[config.mk]
export PLATFORM = sky130hd
export DESIGN_NAME = dmem_port_arbiter_flat
export DESIGN_NICKNAME = d
export VERILOG_FILES = /design/src/rtl/dmem_port_arbiter_if.sv /design/src/rtl/dmem_port_arbiter.sv /design/src/flat_wrapper.sv
export SDC_FILE = /design/constraint.sdc
export NUM_CORES = 1
export LEC_CHECK = 0
export BUFFER_PORTS_ARGS = -buffer_cell sky130_fd_sc_hd__buf_2
export CAP_MARGIN = 20
export CORE_MARGIN = 4
export CORE_UTILIZATION = 30
export CTS_BUF_LIST = sky130_fd_sc_hd__clkbuf_8
export DETAILED_ROUTE_END_ITERATION = 8
export SLEW_MARGIN = 20
export SYNTH_ARGS = -nofsm -noshare
export SYNTH_HDL_FRONTEND = slang
export SYNTH_SLANG_ARGS = --single-unit
[constraint.sdc]
create_clock -name clk -period 3.4 [get_ports clk]
set_clock_uncertainty 0.15 [all_clocks]
set_input_delay 0.34 -clock clk [delete_from_list [all_inputs] [get_ports clk]]
set_output_delay 0.34 -clock clk [all_outputs]
set_load 0.02 [all_outputs]
[src/rtl/dmem_port_arbiter_if.sv]
// Bus bundle between the data-memory port arbiter, its two requesters
// (load queue, store-commit path) and the fixed-latency memory.
interface dmem_port_arbiter_if #(
    parameter int ADDR_W = 32,
    parameter int DATA_W = 32,
    parameter int TAG_W  = 6
);
    logic              ld_req_valid;
    logic              ld_req_ready;
    logic [ADDR_W-1:0] ld_req_addr;
    logic [TAG_W-1:0]  ld_req_tag;

    logic              st_req_valid;
    logic              st_req_ready;
    logic [ADDR_W-1:0] st_req_addr;
    logic [DATA_W-1:0] st_req_data;
    logic              st_req_size;

    logic              flush;

    logic [ADDR_W-1:0] mem_addr;
    logic [DATA_W-1:0] mem_wdata;
    logic              mem_read;
    logic              mem_write;
    logic              mem_size;
    logic [DATA_W-1:0] mem_rdata;

    logic              ld_resp_valid;
    logic [TAG_W-1:0]  ld_resp_tag;
    logic [DATA_W-1:0] ld_resp_data;
    logic              st_done;
    logic              busy;

    modport slave (
        input  ld_req_valid, ld_req_addr, ld_req_tag,
        input  st_req_valid, st_req_addr, st_req_data, st_req_size,
        input  flush, mem_rdata,
        output ld_req_ready, st_req_ready,
        output mem_addr, mem_wdata, mem_read, mem_write, mem_size,
        output ld_resp_valid, ld_resp_tag, ld_resp_data, st_done, busy
    );

    modport master (
        output ld_req_valid, ld_req_addr, ld_req_tag,
        output st_req_valid, st_req_addr, st_req_data, st_req_size,
        output flush, mem_rdata,
        input  ld_req_ready, st_req_ready,
        input  mem_addr, mem_wdata, mem_read, mem_write, mem_size,
        input  ld_resp_valid, ld_resp_tag, ld_resp_data, st_done, busy
    );
endinterface

[src/rtl/dmem_port_arbiter.sv]
// Single-port data-memory sequencer: arbitrates loads vs stores, holds the
// memory command for the full access latency, then issues one completion.
//
// state    | meaning
// S_IDLE   | arbitrate; ready is asserted combinationally for the winner
// S_ACCESS | command held stable for MEM_LAT+1 cycles (cnt 0..MEM_LAT)
// S_RESP   | one-cycle load response (unless squashed) or store-done pulse
module dmem_port_arbiter #(
    parameter int ADDR_W      = 32,
    parameter int DATA_W      = 32,
    parameter int TAG_W       = 6,
    parameter int MEM_LAT     = 10,
    parameter int ST_MAX_WAIT = 4
) (
    input  logic               clk,
    input  logic               rstn,
    dmem_port_arbiter_if.slave bus
);
    localparam int CW = (MEM_LAT > 0) ? $clog2(MEM_LAT + 1) : 1;
    localparam int SW = (ST_MAX_WAIT > 0) ? $clog2(ST_MAX_WAIT + 1) : 1;
    localparam logic [CW-1:0] LAT_END    = CW'(MEM_LAT);
    localparam logic [SW-1:0] STARVE_MAX = SW'(ST_MAX_WAIT);

    typedef enum logic [1:0] {
        S_IDLE   = 2'd0,
        S_ACCESS = 2'd1,
        S_RESP   = 2'd2
    } state_t;

    state_t            r_state;
    logic [CW-1:0]     r_cnt;
    logic [SW-1:0]     r_starve;
    logic              r_squash;
    logic              r_is_st;
    logic [TAG_W-1:0]  r_tag;
    logic [ADDR_W-1:0] r_addr;
    logic [DATA_W-1:0] r_wdata;
    logic              r_size;
    logic              r_mem_read;
    logic              r_mem_write;
    logic              r_ld_resp_valid;
    logic              r_st_done;
    logic              r_busy;

    logic w_idle;
    logic w_grant_st;
    logic w_grant_ld;
    logic w_st_hs;
    logic w_ld_hs;

    // Store wins only when no load competes or it has lost ST_MAX_WAIT times in a row
    assign w_idle     = (r_state == S_IDLE);
    assign w_grant_st = bus.st_req_valid && (!bus.ld_req_valid || (r_starve == STARVE_MAX));
    assign w_grant_ld = !w_grant_st && bus.ld_req_valid && !bus.flush;
    assign w_st_hs    = rstn && w_idle && w_grant_st;
    assign w_ld_hs    = rstn && w_idle && w_grant_ld;

    assign bus.st_req_ready  = w_st_hs;
    assign bus.ld_req_ready  = w_ld_hs;
    assign bus.mem_addr      = r_addr;
    assign bus.mem_wdata     = r_wdata;
    assign bus.mem_size      = r_size;
    assign bus.mem_read      = r_mem_read;
    assign bus.mem_write     = r_mem_write;
    assign bus.ld_resp_valid = r_ld_resp_valid;
    assign bus.ld_resp_tag   = r_ld_resp_valid ? r_tag : '0;
    assign bus.ld_resp_data  = r_ld_resp_valid ? bus.mem_rdata : '0;
    assign bus.st_done       = r_st_done;
    assign bus.busy          = r_busy;

    // Sequencer: accept one op, hold the command through the latency, then complete
    always_ff @(posedge clk or negedge rstn) begin
        if (!rstn) begin
            r_state         <= S_IDLE;
            r_cnt           <= '0;
            r_starve        <= '0;
            r_squash        <= 1'b0;
            r_is_st         <= 1'b0;
            r_tag           <= '0;
            r_addr          <= '0;
            r_wdata         <= '0;
            r_size          <= 1'b0;
            r_mem_read      <= 1'b0;
            r_mem_write     <= 1'b0;
            r_ld_resp_valid <= 1'b0;
            r_st_done       <= 1'b0;
            r_busy          <= 1'b0;
        end else begin
            r_ld_resp_valid <= 1'b0;
            r_st_done       <= 1'b0;
            case (r_state)
                S_IDLE: begin
                    if (w_st_hs) begin
                        r_addr      <= bus.st_req_addr;
                        r_wdata     <= bus.st_req_data;
                        r_size      <= bus.st_req_size;
                        r_is_st     <= 1'b1;
                        r_mem_write <= 1'b1;
                        r_starve    <= '0;
                    end else if (w_ld_hs) begin
                        r_addr     <= bus.ld_req_addr;
                        r_tag      <= bus.ld_req_tag;
                        r_is_st    <= 1'b0;
                        r_mem_read <= 1'b1;
                        if (bus.st_req_valid && (r_starve != STARVE_MAX))
                            r_starve <= r_starve + SW'(1);
                    end
                    if (w_st_hs || w_ld_hs) begin
                        r_state  <= S_ACCESS;
                        r_cnt    <= '0;
                        r_squash <= 1'b0;
                        r_busy   <= 1'b1;
                    end
                end
                S_ACCESS: begin
                    // The access cannot abort; a flush only hides the load's response
                    if (bus.flush && !r_is_st)
                        r_squash <= 1'b1;
                    if (r_cnt == LAT_END) begin
                        r_mem_read      <= 1'b0;
                        r_mem_write     <= 1'b0;
                        r_state         <= S_RESP;
                        r_ld_resp_valid <= !r_is_st && !r_squash && !bus.flush;
                        r_st_done       <= r_is_st;
                    end else begin
                        r_cnt <= r_cnt + CW'(1);
                    end
                end
                S_RESP: begin
                    r_state  <= S_IDLE;
                    r_busy   <= 1'b0;
                    r_squash <= 1'b0;
                end
                default: r_state <= S_IDLE;
            endcase
        end
    end
endmodule

[src/flat_wrapper.sv]
// flat-port wrapper written by rule: the top's interface ports become plain ports
module dmem_port_arbiter_flat 
#(
    parameter int ADDR_W      = 32,
    parameter int DATA_W      = 32,
    parameter int TAG_W       = 6,
    parameter int MEM_LAT     = 10,
    parameter int ST_MAX_WAIT = 4
)
  (clk, rstn, bus_ld_req_valid, bus_ld_req_addr, bus_ld_req_tag, bus_st_req_valid, bus_st_req_addr, bus_st_req_data, bus_st_req_size, bus_flush, bus_mem_rdata, bus_ld_req_ready, bus_st_req_ready, bus_mem_addr, bus_mem_wdata, bus_mem_read, bus_mem_write, bus_mem_size, bus_ld_resp_valid, bus_ld_resp_tag, bus_ld_resp_data, bus_st_done, bus_busy);
  dmem_port_arbiter_if #(.ADDR_W(ADDR_W), .DATA_W(DATA_W), .TAG_W(TAG_W)) bus_i ();
  input  logic clk;
  input  logic rstn;
  input wire logic [$bits(bus_i.ld_req_valid)-1:0] bus_ld_req_valid;
  input wire logic [$bits(bus_i.ld_req_addr)-1:0] bus_ld_req_addr;
  input wire logic [$bits(bus_i.ld_req_tag)-1:0] bus_ld_req_tag;
  input wire logic [$bits(bus_i.st_req_valid)-1:0] bus_st_req_valid;
  input wire logic [$bits(bus_i.st_req_addr)-1:0] bus_st_req_addr;
  input wire logic [$bits(bus_i.st_req_data)-1:0] bus_st_req_data;
  input wire logic [$bits(bus_i.st_req_size)-1:0] bus_st_req_size;
  input wire logic [$bits(bus_i.flush)-1:0] bus_flush;
  input wire logic [$bits(bus_i.mem_rdata)-1:0] bus_mem_rdata;
  output wire logic [$bits(bus_i.ld_req_ready)-1:0] bus_ld_req_ready;
  output wire logic [$bits(bus_i.st_req_ready)-1:0] bus_st_req_ready;
  output wire logic [$bits(bus_i.mem_addr)-1:0] bus_mem_addr;
  output wire logic [$bits(bus_i.mem_wdata)-1:0] bus_mem_wdata;
  output wire logic [$bits(bus_i.mem_read)-1:0] bus_mem_read;
  output wire logic [$bits(bus_i.mem_write)-1:0] bus_mem_write;
  output wire logic [$bits(bus_i.mem_size)-1:0] bus_mem_size;
  output wire logic [$bits(bus_i.ld_resp_valid)-1:0] bus_ld_resp_valid;
  output wire logic [$bits(bus_i.ld_resp_tag)-1:0] bus_ld_resp_tag;
  output wire logic [$bits(bus_i.ld_resp_data)-1:0] bus_ld_resp_data;
  output wire logic [$bits(bus_i.st_done)-1:0] bus_st_done;
  output wire logic [$bits(bus_i.busy)-1:0] bus_busy;
  assign bus_i.ld_req_valid = bus_ld_req_valid;
  assign bus_i.ld_req_addr = bus_ld_req_addr;
  assign bus_i.ld_req_tag = bus_ld_req_tag;
  assign bus_i.st_req_valid = bus_st_req_valid;
  assign bus_i.st_req_addr = bus_st_req_addr;
  assign bus_i.st_req_data = bus_st_req_data;
  assign bus_i.st_req_size = bus_st_req_size;
  assign bus_i.flush = bus_flush;
  assign bus_i.mem_rdata = bus_mem_rdata;
  assign bus_ld_req_ready = bus_i.ld_req_ready;
  assign bus_st_req_ready = bus_i.st_req_ready;
  assign bus_mem_addr = bus_i.mem_addr;
  assign bus_mem_wdata = bus_i.mem_wdata;
  assign bus_mem_read = bus_i.mem_read;
  assign bus_mem_write = bus_i.mem_write;
  assign bus_mem_size = bus_i.mem_size;
  assign bus_ld_resp_valid = bus_i.ld_resp_valid;
  assign bus_ld_resp_tag = bus_i.ld_resp_tag;
  assign bus_ld_resp_data = bus_i.ld_resp_data;
  assign bus_st_done = bus_i.st_done;
  assign bus_busy = bus_i.busy;
  dmem_port_arbiter #(.ADDR_W(ADDR_W), .DATA_W(DATA_W), .TAG_W(TAG_W), .MEM_LAT(MEM_LAT), .ST_MAX_WAIT(ST_MAX_WAIT)) u_core (.clk(clk), .rstn(rstn), .bus(bus_i));
endmodule
==> flow_summary_export.csv, run 1 <==
group,metric,value,unit
run_status,status,"finished, final reports clean",
grt,first_global_vias,3495,
synthesis,yosysMostFrequentCell,"dfrtp_1",
placement,place_congestion,0.7875,
placement,dpl.cell_count,776,
setup_path,worstPathArrival,2280,ps
cts,cts_num_sinks,87,
finish,num_antenna_cells,0,
grt,grt_first_pass_wirelength,16.74,mm
sta,slew_headroom,49.29,%
synthesis,synth.cell_area,3911,um2
grt,grt_max_degree,58,
synthesis,ys_seq_area_share,55.66,%
min_path,min_path_type,"in -> reg",
synthesis,synth_nets,517,
routing,postRouteAntennaNets,0,
routing,viasPerCell,4.427,
grt,grt_overflow,0,
synthesis,synthTopCellsByArea,"dfrtp_1, mux2_2, nand2_1",
floorplan,fp.coreArea,12670,um2
synthesis,syn_inst,373,
sta,slew_violations,0,
grt,grt_use_met1,17.32,%
routing,vias,3515,
grt,gr-max-usage-layer,"met2",
cts,htreeDepth,3,
floorplan,die_area,14930,um2
sta,max_slew.worst_pin.slew,760.7,ps
grt,track_usage,13.97,%
synthesis,ys.flop_type,"dfrtp_1",
placement,portBuffers,249,
cts,clkTransAtPathRegs,90,ps
sta,fin_crit,2774,ps
finish,drive_gt1_share,50.16,%
finish,areaGrowthSynthToFinish,42.00,%
grt,gr-usage-met3,4.550,%
setup_path,cp.required,2910,ps
synthesis,synth_area_per_cell,10.49,um2
synthesis,synth.top_cell.area_share,55.66,%
sta,finalSetupViolations,0,
power_and_ir_drop,p_leak,2.985,nW
floorplan,die_h,122.2,um
sta,max_freq,360.5,MHz
routing,wl_per_cell,13.49,um
routing,routed_wirelength,10.71,mm
grt,use_met2,22.82,%
floorplan,chipWidth,122.2,um
synthesis,yosys_warnings,0,
routing,drtIter0Drc,110,
synthesis,synthArstFlopShare,100.0,%
setup_path,start_kind,"input pin",
sta,rsz0062_at_grt,"false",
synthesis,ys_ff_latch,87,
cts,cts_root_buf,"clkbuf_8",
cts,cts_buffers,9,
setup_path,setup.worst_path.class,"in -> out",
job,drv_cap,0,
cts,cts_tree,"done",
floorplan,core.rowCount,41,
synthesis,synth_cell_type_count,34,
finish,finish.utilization,43.83,%
setup_path,rrSetupSlack,1180,ps
power_and_ir_drop,peakVddDrop,0.0004149,V
finish,finalNetCount,761,
routing,drc,0,
sta,final_hold_viol_count,0,
grt,antenna_found_initial,0,
cts,clock_path_buffers,2,
synthesis,synthTopCellsByCount,"dfrtp_1, nand2_1, mux2_2",
sta,finalSetupTns,0,ps
setup_path,worst_setup_path_end_kind,"output pin",
floorplan,initial_utilization,30.87,%
floorplan,ioPinCount,250,
routing,drtPass1Iterations,5,
synthesis,yosys.area.top_type,"dfrtp_1",
cts,cts_setup_buffers,0,
synthesis,synth_edf_count,0,
finish,final_cells,794,
power_and_ir_drop,power_density,787.4,nW/um2
placement,hpwlAfterDp,8.163,mm
cts,insertion_delay,340,ps
setup_path,crit_fanout,38,
sta,period_share,81.59,%
## through the flow
stage	setup slack [ps]	total power [mW]	hold slack (ps)	instance area [um2]
detailed placement	1119	3.621	274.5	5310
finish	625.8	4.373	66.84	5554
CTS	583.6	4.442	36.42	5554
global route	500.9	4.707	30.73	5554
global placement	1181	3.584	262.7	5310
floorplan	1520	2.923	-105.6	3911
## final timing paths
| path | from | to | cells after the start |
|---|---|---|---|
| hold / removal | bus_st_req_data[22] | u_core.bus.mem_wdata[22] | 2 |
| min in group asynchronous | rstn | u_core.bus.busy | 3 |
| setup reg to reg | u_core.r_starve[0] | u_core.bus.mem_wdata[7] | 6 |
| setup / recovery | bus_flush | bus_ld_req_ready | 6 |
| max in group asynchronous | rstn | u_core.bus.mem_addr[12] | 4 |
| hold reg to reg | u_core.r_is_st | u_core.bus.ld_resp_valid | 1 |
## sequential cells by signal, summed over array words and instances, names as in the netlist
signal	count
u_core.r_starve	3
u_core.r_state	2
u_core.bus.mem_read	1
u_core.r_tag	6
u_core.r_squash	1
u_core.bus.mem_size	1
u_core.bus.ld_resp_valid	1
u_core.bus.st_done	1
u_core.r_is_st	1
u_core.bus.mem_wdata	32
u_core.bus.mem_addr	32
u_core.r_cnt	4
u_core.bus.mem_write	1
u_core.bus.busy	1
## power breakdown
group / switching [mW] / internal, mW
Sequential: 0.268 / 1.53
Clock: 0.343 / 0.448
Combinational: 1.05 / 0.732
Total: 1.67 / 2.71
## routing by layer
metal	up-vias	routed length [um]	share of wire, %
met5	-	0	0
met4	0	138	1.3
met3	11	1113	10
met2	156	5037	47
met1	1607	4420	41
li1	1741	-	-
## worst max-delay path: stages
cell and delay, ps:
dlygate4sd3_1 530, buf_2 130, nand2b_1 180, or3_4 540
a21oi_4 330, buf_2 230
## final cells by class
cell class,count,area [um2]
sequential,87,2177
tap,172,215.2
multi-input combinational,254,1598
timing repair buffer,256,1306
clock buffer,11,151.4
inverter,9,33.78
fill,1253,7117
clock inverter,5,72.57
## timing repair
item,in CTS,in global routing
hold buffers,2,0
hold endpoints to repair,31,0
resized for setup,0,0
## cell usage in the layout, fill, tap and decap left out, drive strengths merged
master         n
dfrtp         87
a21boi         1
a32oi          1
ha             4
nor4           1
xor2           1
nor2b          2
clkinv         1
o21a           1
and3           1
inv           11
nand2         66
and2          38
nand2b         3
clkbuf        11
o41ai          1
a21oi          1
nand3b         1
nor2          34
nand3          4
bufinv         2
or3            1
o21ai          8
o211ai         1
nand4          5
o22ai          1
dlygate4sd3    2
a31oi         32
mux2          39
nor3           2
buf          254
a21bo          1
a21o           3
o2bb2ai        1
## cells by family after synthesis
family / Yosys count / share of synthesized area [%]
and+or+nand+nor: 158 / 19.32
DFF: 87 / 55.66
AOI/OAI and AO/OA: 52 / 8.798
muxes: 39 / 11.23
buffers and inverters: 32 / 3.487
adders and majority gates: 4 / 1.280
xor gates and xnor gates: 1 / 0.2240
(Power assumes the default switching activity.)
==> run 2, diff against run 1 <==
Settings changed: ABC_AREA set to 1.
Clock period 3.4 ns to 2.9 ns, I/O delays scaled along.
==> flow_summary_export.csv, run 2 <==
group,metric,value,unit
run_status,status,"finished, final reports clean",
floorplan,chipWidth,124.9,um
synthesis,syn_inst,543,
synthesis,synth_edf_count,0,
sta,slew_headroom,52.31,%
synthesis,synth_area_per_cell,7.556,um2
setup_path,crit_slowest_cell,"dlygate4sd3_1",
routing,postRouteAntennaNets,0,
placement,hpwlAfterDp,8.883,mm
cts,insertion_delay,360,ps
synthesis,ys_seq_area_share,53.06,%
sta,finalSetupTns,0,ps
floorplan,core.rowCount,42,
sta,slew_violations,0,
synthesis,synth_cell_type_count,24,
grt,first_global_vias,4152,
setup_path,slowest_delay,550,ps
floorplan,ioPinCount,250,
finish,final_cell_mix,"buf_2, nand2_1, nor2_1",
finish,fillers,1357,
sta,max_freq,419.9,MHz
job,drv_cap,0,
grt,grt_first_pass_wirelength,20.30,mm
floorplan,fp.coreArea,13300,um2
placement,place_congestion,0.8015,
cts,cts_buffers,9,
power_and_ir_drop,peakVddDrop,0.0005520,V
placement,portBuffers,249,
synthesis,yosys_warnings,0,
grt,grt_overflow,0,
grt,grt_max_degree,82,
sta,rsz0062_at_grt,"false",
floorplan,die_area,15610,um2
setup_path,cp.required,2460,ps
sta,period_share,82.12,%
setup_path,crit_fanout,17,
routing,drtPass1Iterations,4,
finish,finish.utilization,46.36,%
synthesis,yosys.area.top_type,"dfrtp_1",
min_path,holdPathStages,3,
setup_path,setup.worst_path.class,"in -> out",
synthesis,synthArstFlopShare,100.0,%
routing,routed_wirelength,12.51,mm
finish,finalInstanceArea,6163,um2
synthesis,synth.top_cell.area_share,53.06,%
cts,cts_tree,"done",
grt,antenna_found_initial,1,
synthesis,yosysMostFrequentCell,"nand2_1",
power_and_ir_drop,p_leak,3.657,nW
setup_path,reg2reg_to,"u_core.r_cnt[0]",
grt,track_usage,15.67,%
synthesis,synthTopCellsByCount,"nand2_1, nor2_1, dfrtp_1",
finish,num_antenna_cells,0,
setup_path,worstPathArrival,1940,ps
cts,htreeDepth,3,
min_path,worstHoldStart,"bus_st_req_addr[26]",
synthesis,ys_ff_latch,87,
floorplan,initial_utilization,30.86,%
cts,clock_path_buffers,2,
power_and_ir_drop,power_density,835.7,nW/um2
synthesis,synthTopCellsByArea,"dfrtp_1, nand2_1, nor2_1",
routing,drc,0,
routing,drtIter0Drc,129,
min_path,min_to,"u_core.bus.mem_addr[26]",
setup_path,crit_chain,"dlygate4sd3_1 -> buf_4 -> nand4_4 -> nor2_4 -> buf_2",
setup_path,crit_buf_inv,3,
routing,viasPerCell,4.227,
routing,wl_per_cell,12.40,um
cts,cts_num_sinks,87,
sta,final_hold_viol_count,0,
routing,vias,4265,
sta,fin_crit,2382,ps
min_path,min_path_type,"in -> reg",
setup_path,start_kind,"input pin",
synthesis,ys.flop_type,"dfrtp_1",
setup_path,crit_family,"buffers and inverters",
cts,clkTransAtPathRegs,90,ps
sta,finalSetupViolations,0,
synthesis,synth.cell_area,4103,um2
setup_path,worst_setup_path_end_kind,"output pin",
setup_path,reg2reg_from,"u_core.r_starve[0]",
sta,max_slew.worst_pin.slew,715.4,ps
finish,finalNetCount,973,
floorplan,die_h,124.9,um
placement,placed_area,5499,um2
cts,cts_resized,0,
finish,areaGrowthSynthToFinish,50.23,%
power_and_ir_drop,power,5.151,mW
setup_path,r2r_cells,9,
cts,cts_root_buf,"clkbuf_8",
finish,drive_gt1_share,33.37,%
synthesis,synth_nets,687,
finish,mostFrequentLayoutCell,"buf_2",
setup_path,rrSetupSlack,650,ps
run 2: through the flow:
stage,setup WS [ps],hold slack (ps),cells
3_5_place_dp,615.5,17.54,949
3_3_place_gp,648.2,17.88,949
4_1_cts,480.4,2.599,1009
6_report,518.5,21.73,1009
5_1_grt,353.2,21.46,1009
2_1_floorplan,1218,-155.6,543
run 2: how the worst max path moves through the flow:
stage	to	depth (start not counted)	slack (ps)	start
floorplan	u_core.bus.mem_addr[27]	9	1220	u_core.r_starve[0]
global placement	u_core.r_cnt[0]	9	650	u_core.r_starve[0]
detailed placement	u_core.r_cnt[3]	9	620	u_core.r_starve[0]
CTS	bus_st_req_ready	5	480	rstn
global route	bus_st_req_ready	7	350	u_core.r_starve[0]
finish	bus_ld_req_ready	5	520	rstn
run 2: cells by family after synthesis:
logic type	synth area share, %
XOR/XNOR	0.6406
AND/OR/NAND/NOR	31.96
adder cells (fa/ha/maj)	1.220
buffers and inverters	7.594
flip-flops	53.07
AO/OA/AOI/OAI	5.520
run 2: power breakdown:
part	switching, mW	internal, mW
combinational	1.35	0.775
clock	0.444	0.479
sequential	0.330	1.77
run 2: cell type report:
| type | instances | area, um2 | share of cell area [%] |
|---|---|---|---|
| repair buffers | 299 | 1753 | 28.44 |
| inverters | 49 | 183.9 | 2.984 |
| clock inverters | 6 | 86.33 | 1.401 |
| well taps | 176 | 220.2 | 3.573 |
| multi-input cells | 383 | 1619 | 26.27 |
| flip-flops and latches | 87 | 2177 | 35.32 |
| clock buffers | 9 | 123.9 | 2.010 |
run 2: routing by layer:
metal | GRT usage, % | up-vias | wire, um
met2 | 25.41 | 178 | 5783
met1 | 19.43 | 1873 | 5325
li1 | - | 2194 | -
met4 | 5.421 | 2 | 219
met5 | 0 | - | 12
met3 | 5.672 | 18 | 1166
run 2: what timing repair did:
action,4_1_cts,5_1_grt
hold buffers,45,0
setup buffers,0,0
hold endpoints to repair,55,0
run 2: tightest hold or removal path, cell delays in order:
cell and delay (ps):
buf_2 70, o21ai_1 70, nor2_1 80
